[src/rtl/seq_detect_pkg.sv]
// -----------------------------------------------------------------------------
// seq_detect_pkg
//   Elaboration-time helpers for the parametrised serial-pattern detector.
//   Nothing here produces hardware on its own; the functions are evaluated as
//   constants while the detector's next-state table is being built.
//
//   seq_state_w : number of state bits needed to count 0..pat_w matched bits.
//   seq_next    : next state after receiving bit b while k pattern bits are
//                 matched (k = pat_w means MATCH), including KMP fallback and
//                 the overlap/restart rule out of MATCH.
// -----------------------------------------------------------------------------
package seq_detect_pkg;

    localparam int unsigned PAT_W_MAX = 16;

    function automatic int unsigned seq_state_w(input int unsigned pat_w);
        return $clog2(pat_w + 1);
    endfunction

    // pattern[pat_w-1] is the first bit on the wire. Symbol i of the pattern
    // (0 = oldest) is therefore pattern[pat_w-1-i].
    function automatic int unsigned seq_next(
        input logic [15:0] pattern,
        input int unsigned pat_w,
        input bit          overlap,
        input int unsigned k,
        input bit          b
    );
        int unsigned kk;
        int unsigned len;
        int unsigned max_m;
        int unsigned result;
        bit          ok;
        logic [16:0] s;

        // Without overlap, leaving MATCH behaves exactly like leaving idle.
        kk = (k >= pat_w && !overlap) ? 0 : k;

        if (kk < pat_w && b == pattern[pat_w-1-kk]) begin
            return kk + 1;
        end

        // s = the kk matched symbols followed by the new bit, oldest at s[0].
        s = '0;
        for (int unsigned i = 0; i < kk; i++) begin
            s[i] = pattern[pat_w-1-i];
        end
        s[kk] = b;
        len   = kk + 1;

        // Longest proper prefix of the pattern that is a suffix of s.
        max_m  = (kk < pat_w) ? kk : pat_w - 1;
        result = 0;
        for (int unsigned m = max_m; m > 0 && result == 0; m--) begin
            ok = 1'b1;
            for (int unsigned j = 0; j < m; j++) begin
                if (pattern[pat_w-1-j] != s[len-m+j]) begin
                    ok = 1'b0;
                end
            end
            if (ok) begin
                result = m;
            end
        end
        return result;
    endfunction

endpackage

[src/rtl/sat_counter.sv]
// -----------------------------------------------------------------------------
// sat_counter
//   Saturating up-counter: adds one on each clock where inc_i is high until it
//   reaches all-ones, then holds. Cleared only by the asynchronous reset.
//
//   Parameters: W - counter width
//   Ports:
//     clk_i     in   rising-edge clock
//     resetn_i  in   asynchronous active-low reset
//     inc_i     in   increment request for this edge
//     cnt_o     out  [W-1:0] current count
// -----------------------------------------------------------------------------
module sat_counter #(
    parameter int unsigned W = 8
) (
    input  logic         clk_i,
    input  logic         resetn_i,
    input  logic         inc_i,
    output logic [W-1:0] cnt_o
);

    logic [W-1:0] cnt_q;
    logic [W-1:0] cnt_d;

    always_comb begin
        cnt_d = cnt_q;
        if (inc_i && cnt_q != '1) begin
            cnt_d = cnt_q + 1'b1;
        end
    end

    always_ff @(posedge clk_i or negedge resetn_i) begin
        if (!resetn_i) begin
            cnt_q <= '0;
        end else begin
            cnt_q <= cnt_d;
        end
    end

    assign cnt_o = cnt_q;

endmodule

[src/rtl/seq_detect_fsm.sv]
// -----------------------------------------------------------------------------
// seq_detect_fsm
//   Parametrised Moore detector for a serial bit pattern (MSB first). State is
//   the number of pattern bits currently matched; state PAT_W is MATCH and
//   drives the registered output flag. The next-state table is computed at
//   elaboration, so no pattern is stored at run time. Defaults reproduce the
//   legacy overlapping "101" detector.
//
//   Parameters:
//     PAT_W    pattern length, 2..16
//     PATTERN  pattern value, first received bit in the MSB
//     OVERLAP  1 = overlapping matches, 0 = restart search after a match
//     CNT_W    match counter width (only with SEQ_DETECT_MATCH_COUNT_EN)
//
//   Ports:
//     clk        in   rising-edge clock
//     resetn     in   asynchronous active-low reset
//     clear      in   synchronous return to idle, wins over in_valid
//     in_valid   in   qualifies in
//     in         in   serial data bit
//     out        out  high while the state is MATCH
//     match_cnt  out  [CNT_W-1:0] saturating match count
//                     (present only when SEQ_DETECT_MATCH_COUNT_EN is defined)
//
//   Build option: define SEQ_DETECT_MATCH_COUNT_EN to add the match counter.
// -----------------------------------------------------------------------------
module seq_detect_fsm
    import seq_detect_pkg::*;
#(
    parameter int unsigned      PAT_W   = 3,
    parameter logic [PAT_W-1:0] PATTERN = 3'b101,
    parameter int unsigned      OVERLAP = 1,
    parameter int unsigned      CNT_W   = 8
) (
    input  logic             clk,
    input  logic             resetn,
    input  logic             clear,
    input  logic             in_valid,
    input  logic             in,
    output logic             out
`ifdef SEQ_DETECT_MATCH_COUNT_EN
    ,
    output logic [CNT_W-1:0] match_cnt
`endif
);

    localparam int unsigned SW    = seq_state_w(PAT_W);
    localparam int unsigned NENT  = 2 ** SW;
    localparam int unsigned TBL_W = 2 * NENT * SW;

    localparam logic [SW-1:0] S_IDLE  = '0;
    localparam logic [SW-1:0] S_MATCH = SW'(PAT_W);

    if (PAT_W < 2 || PAT_W > PAT_W_MAX || CNT_W < 1) begin : g_bad_params
        $error("seq_detect_fsm: PAT_W must be 2..16 and CNT_W at least 1");
    end

    // Entry (2*k + b) holds next(k, b). Rows for encodings above PAT_W are
    // left at zero; they are never used because such states are forced idle.
    function automatic logic [TBL_W-1:0] build_next_tbl();
        logic [TBL_W-1:0] t;
        t = '0;
        for (int unsigned k = 0; k < NENT; k++) begin
            for (int unsigned b = 0; b < 2; b++) begin
                if (k <= PAT_W) begin
                    t[(2*k+b)*SW +: SW] =
                        SW'(seq_next(16'(PATTERN), PAT_W, OVERLAP != 0, k, b != 0));
                end
            end
        end
        return t;
    endfunction

    function automatic logic [NENT-1:0] build_valid_mask();
        logic [NENT-1:0] m;
        m = '0;
        for (int unsigned k = 0; k < NENT; k++) begin
            m[k] = (k <= PAT_W);
        end
        return m;
    endfunction

    localparam logic [TBL_W-1:0] NEXT_TBL   = build_next_tbl();
    localparam logic [NENT-1:0]  VALID_MASK = build_valid_mask();

    logic [SW-1:0] state_q;
    logic [SW-1:0] state_d;
    logic          out_q;
    logic [31:0]   tbl_idx;

    always_comb begin
        tbl_idx = 32'({state_q, in});
        state_d = state_q;
        if (!VALID_MASK[state_q]) begin
            // Stray encodings recover even while stalled.
            state_d = S_IDLE;
        end else if (clear) begin
            state_d = S_IDLE;
        end else if (in_valid) begin
            state_d = NEXT_TBL[tbl_idx*SW +: SW];
        end
    end

    // The flag is registered from state_d so it equals (state_q == S_MATCH)
    // without any combinational path from in to out.
    always_ff @(posedge clk or negedge resetn) begin
        if (!resetn) begin
            state_q <= S_IDLE;
            out_q   <= 1'b0;
        end else begin
            state_q <= state_d;
            out_q   <= (state_d == S_MATCH);
        end
    end

    assign out = out_q;

`ifdef SEQ_DETECT_MATCH_COUNT_EN
    logic enter_match;

    assign enter_match = in_valid && !clear && (state_d == S_MATCH);

    sat_counter #(
        .W (CNT_W)
    ) u_match_cnt (
        .clk_i    (clk),
        .resetn_i (resetn),
        .inc_i    (enter_match),
        .cnt_o    (match_cnt)
    );
`endif

endmodule

[config.mk]
export PLATFORM = sky130hd
export DESIGN_NAME = seq_detect_fsm
export DESIGN_NICKNAME = d
export VERILOG_FILES = /design/src/rtl/seq_detect_pkg.sv /design/src/rtl/sat_counter.sv /design/src/rtl/seq_detect_fsm.sv
export SDC_FILE = /design/constraint.sdc
export NUM_CORES = 1
export LEC_CHECK = 0
export CAP_MARGIN = 20
export CORE_AREA = 10 10 47 49
export DETAILED_ROUTE_END_ITERATION = 10
export DIE_AREA = 0 0 57 59
export HOLD_SLACK_MARGIN = 0.15
export SLEW_MARGIN = 0
export SYNTH_ARGS = -nofsm -noshare
export SYNTH_HDL_FRONTEND = slang
export SYNTH_SLANG_ARGS = --single-unit
[constraint.sdc]
create_clock -name clk -period 1.2 [get_ports clk]
set_input_delay 0.24 -clock clk [delete_from_list [all_inputs] [get_ports clk]]
set_output_delay 0.24 -clock clk [all_outputs]
set_load 0.005 [all_outputs]
# After elaboration in Yosys (flattened, before gate mapping)
# Cells that the tools add are included.
# Widths: inputs -> output; s select.
# classes
n_lt_le_gt_ge,1
eq_ne,1
n_shift,1
n_mux,5
# op_table
operator,count
$shiftx 16x5->2 const A,1
$mux 2,3
$lt 2x3->1 const B,1
$bmux 1 s2,1
$eq 2x2->1 const B,1
$mux 1,1
# totals
reg_bits,3
input_bits,5
output_inout_bits,1
wordCells,10

# Logic depth before layout (Yosys ltp)
# depth
ltp_word,5
mapped_depth,4
mapped_depth_nobuf,4

# Worst setup path before layout
# No wires, ideal clock.
# synth_path
path_type,flip-flop to flip-flop
start,register state_q[0]
end,"register out_q, in the netlist out"
setup_ns,0.096
arrival_ns,0.981
required_ns,1.104
setup_slack_ns,0.123
stages_incl_launch_ff,4
n_path_buf,0
period_less_slack_ns,1.077
cell_sequence,dfrtp_1 -> ha_1 -> and3_1 -> nor4_2
# synth_between
elab_chain_cells,5
word_cells_on_any_way,7
classes_between,eq/ne (1); shift (1); mux (5)
# synth_lines
element,line,text
"start, declared",seq_detect_fsm.sv:86,logic [SW-1:0] state_q;
"start signal, assigned",seq_detect_fsm.sv:111,state_q <= state_d;
$shiftx 16x5->2,seq_detect_fsm.sv:100,state_d = NEXT_TBL[tbl_idx*SW +: SW];
$mux 2,seq_detect_fsm.sv:99,end else if (in_valid) begin
$mux 2,seq_detect_fsm.sv:97,end else if (clear) begin
$mux 2 (*),seq_detect_fsm.sv:94,if (!VALID_MASK[state_q]) begin
$eq 2x2->1 (*),seq_detect_fsm.sv:112,out_q <= (state_d == S_MATCH);
"end signal, assigned",seq_detect_fsm.sv:112,
"end, declared",seq_detect_fsm.sv:88,logic out_q;
# Mark *: on every way between the ends. The rest lies on a longest branch, timed or not. The select of a mux whose other input is x is not followed.

# Worst setup path after layout
# layout_path
start,input in_valid
end,register state_q[0]
# layout_between
elab_chain_cells,3
# layout_lines
element,line,text
"start, declared",seq_detect_fsm.sv:38,"input logic in_valid,"
$mux 2,seq_detect_fsm.sv:99,
$mux 2,seq_detect_fsm.sv:97,
$mux 2,seq_detect_fsm.sv:94,
named net state_d[0],seq_detect_fsm.sv:87,logic [SW-1:0] state_d;
# The timed path passes the listed nets, and every way through them passes these cells.

==> impl_metrics.tcl <==
set metrics [dict create \
    status "finished, final reports clean" \
    pwr-share-clk_pct 56.3 \
    synthXorXnorAreaFrac_pct 0 \
    route.detailed.drc 0 \
    yosys_register_bits 3 \
    synth_top_family_by_area "simple AND/OR/NAND/NOR gates" \
    register_area_um2 75.1 \
    crit_path_end "state_q[0]" \
    finalSetupViolCount 0 \
    end_kind "flip-flop" \
    vdd_drop_max_v 0.000214 \
    rr_worst_depth 3 \
    multiInputGateArea_um2 68.8 \
    r2r-end "out" \
    drt_iter0_drc 2 \
    worst_pin_slew_ps 327 \
    cts_tree "built" \
    cts.sinks 3 \
    min_period_ps 1100 \
    finClkSkew_ps 2.86 \
    wl_per_cell_um 8.95 \
    leakagePower_uw 0.000114 \
    ioPinCount 6 \
    n_antenna_cell 0 \
    nFillCells 162 \
    die_h_um 59 \
    r2r_setup_slack_ps 150 \
    ys_warn_count 0 \
    gp_congestion 0.583 \
    synth_compound_area_share_pct 3.74 \
    coreArea_um2 1400 \
    critPathLaunchType "input port" \
    rsz0062_at_grt "no" \
    r2r-start "state_q[0]" \
    overflow 0 \
    grtUsageTotal_pct 2.59 \
    hold_buffers 0 \
    rows 14 \
    vias 122 \
    p_per_area_nw_per_um2 1290 \
    cts_max_level 1 \
    syn_area_per_cell_um2 12.2 \
    p_int_uw 249 \
    setup.worst_path.start "in_valid" \
    drive_gt1_share_pct 28.6 \
    maxCapViolations 0 \
    first_pass_iters 2 \
    switching_power_uw 71.9 \
    yosys.area_share.simple_pct 20.6 \
    total_power_uw 321 \
    muxShareOfSynthArea_pct 7.48 \
    slew_headroom_pct 77.6 \
    grt_start_max_net_pins 4 \
    synthToLayoutAreaGrowth_pct 86.0 \
    syn_nets 17 \
    slew_viol_final 0 \
    final.period_utilization_pct 91.5 \
    via_per_inst 3.30 \
    yosysSeqAreaShare_pct 56.1 \
    die_x_um 57 \
    hold_class "in -> async" \
    io_buffers 5 \
    dp_hpwl_um 245 \
    post_synth_num_cell_types 9 \
    whs_ps 183 \
    power_frac_comb_pct 10.4 \
    clock-root-buffer "clkbuf_4" \
    dieArea_um2 3360 \
    clk_pin_slew_worst_paths_ps 40 \
    final_cell_mix "3 x clkbuf_4, 3 x clkdlybuf4s50_1, 3 x dfrtp_1, 2 x dlygate4sd2_1" \
    nets 28 \
    criticalPathCategory "in -> reg" \
    clock_latency_ps 240 \
    first_global_vias 148 \
    synth_area_um2 134 \
    hold_viol_final 0 \
    cp.arrival_ps 1200 \
    worstPathRequired_ps 1300 \
    numCtsBuffers 3 \
    antenna_found_initial 0 \
    start_util_pct 9.55 \
    synth_adder_area_share_pct 9.35 \
    cts_buffer_depth 2 \
    drtAntennaViolNets 0 \
    grt_pass1_wl_um 538 \
    synthCells 11 \
    fmax_mhz 911 \
    crit_fanout 3 \
    power_frac_seq_pct 33.3 \
    wl_um 331 \
    power_switching_share_pct 22.4 \
]
## per-stage QoR
stage / instance area [um^2] / std cells / TNS (ps) / util [%] / setup slack (ps)
floorplan: 134 / 11 / 0 / - / 123
global placement: 204 / 32 / -627 / 14.6 / -346
detailed placement: 204 / 32 / -635 / 14.6 / -346
CTS: 233 / 36 / 0 / 16.6 / 2.79
global route: 249 / 37 / 0 / 17.8 / 45.1
finish: 249 / 37 / 0 / 17.8 / 102
## cells in the mapped netlist
master   number  area, um^2
nor3_1        1        5.00
ha_1          1        12.5
inv_1         1        3.75
dfrtp_1       3        75.1
a21oi_1       1        5.00
nor2_1        1        3.75
and3_1        1        6.26
nor4_2        1        12.5
mux2i_1       1        10.0
## sequential cells by signal, indices dropped and copies added, names as in the netlist
register  cells
state_q       2
out           1
## repair_timing
action / 4_1_cts / 5_1_grt
setup buffers: 0 / 1
resized for setup: 3 / 1
pin swaps: 1 / 1
endpoints found under the setup margin: 2 / 1
## worst max-delay path, cell delays in order
cell and delay [ps]:
clkdlybuf4s50_1 520, mux2i_1 350, nor2_1 90
## power by group through the flow
stage | Sequential, uW | Combinational (uW) | Clock, uW
floorplan | 108 | 8.93 | 0
global placement | 108 | 27.7 | 0
detailed placement | 108 | 28.3 | 0
CTS | 107 | 27.9 | 186
global route | 107 | 37.2 | 192
finish | 107 | 33.4 | 181
## cell type report
class / instances / share of cell area [%]
Sequential cell: 3 / 30.2
Multi-Input combinational cell: 7 / 27.6
Timing Repair Buffer: 6 / 22.1
Clock buffer: 4 / 10.6
Tap cell: 16 / 8.04
Inverter: 1 / 1.51
## cells by family (layout without fill, tap and decap cells)
| group | after synthesis | in the layout |
|---|---|---|
| simple gates | 4 | 4 |
| mux | 1 | 1 |
| buf+inv | 1 | 11 |
| compound gates | 1 | 1 |
| fa+ha+maj | 1 | 1 |
| flops | 3 | 3 |
## per-layer routing
layer	wire [um]	part of all wire, %	global-route usage, %
met1	103	31	1.31
met5	0	0	0
met3	42	13	1.93
met4	19	5.7	6.04
met2	165	50	3.41
## how the worst min path moves through the flow
stage                            end  slack (ps)  cells past startpoint
after global routing      state_q[1]         190                      1
after floorplan                  out         -60                      0
after CTS                 state_q[1]         180                      1
after detailed placement  state_q[1]         430                      1
after global placement           out         430                      1
final                            out         180                      1
Note: power is estimated with default switching activity, not from simulation.
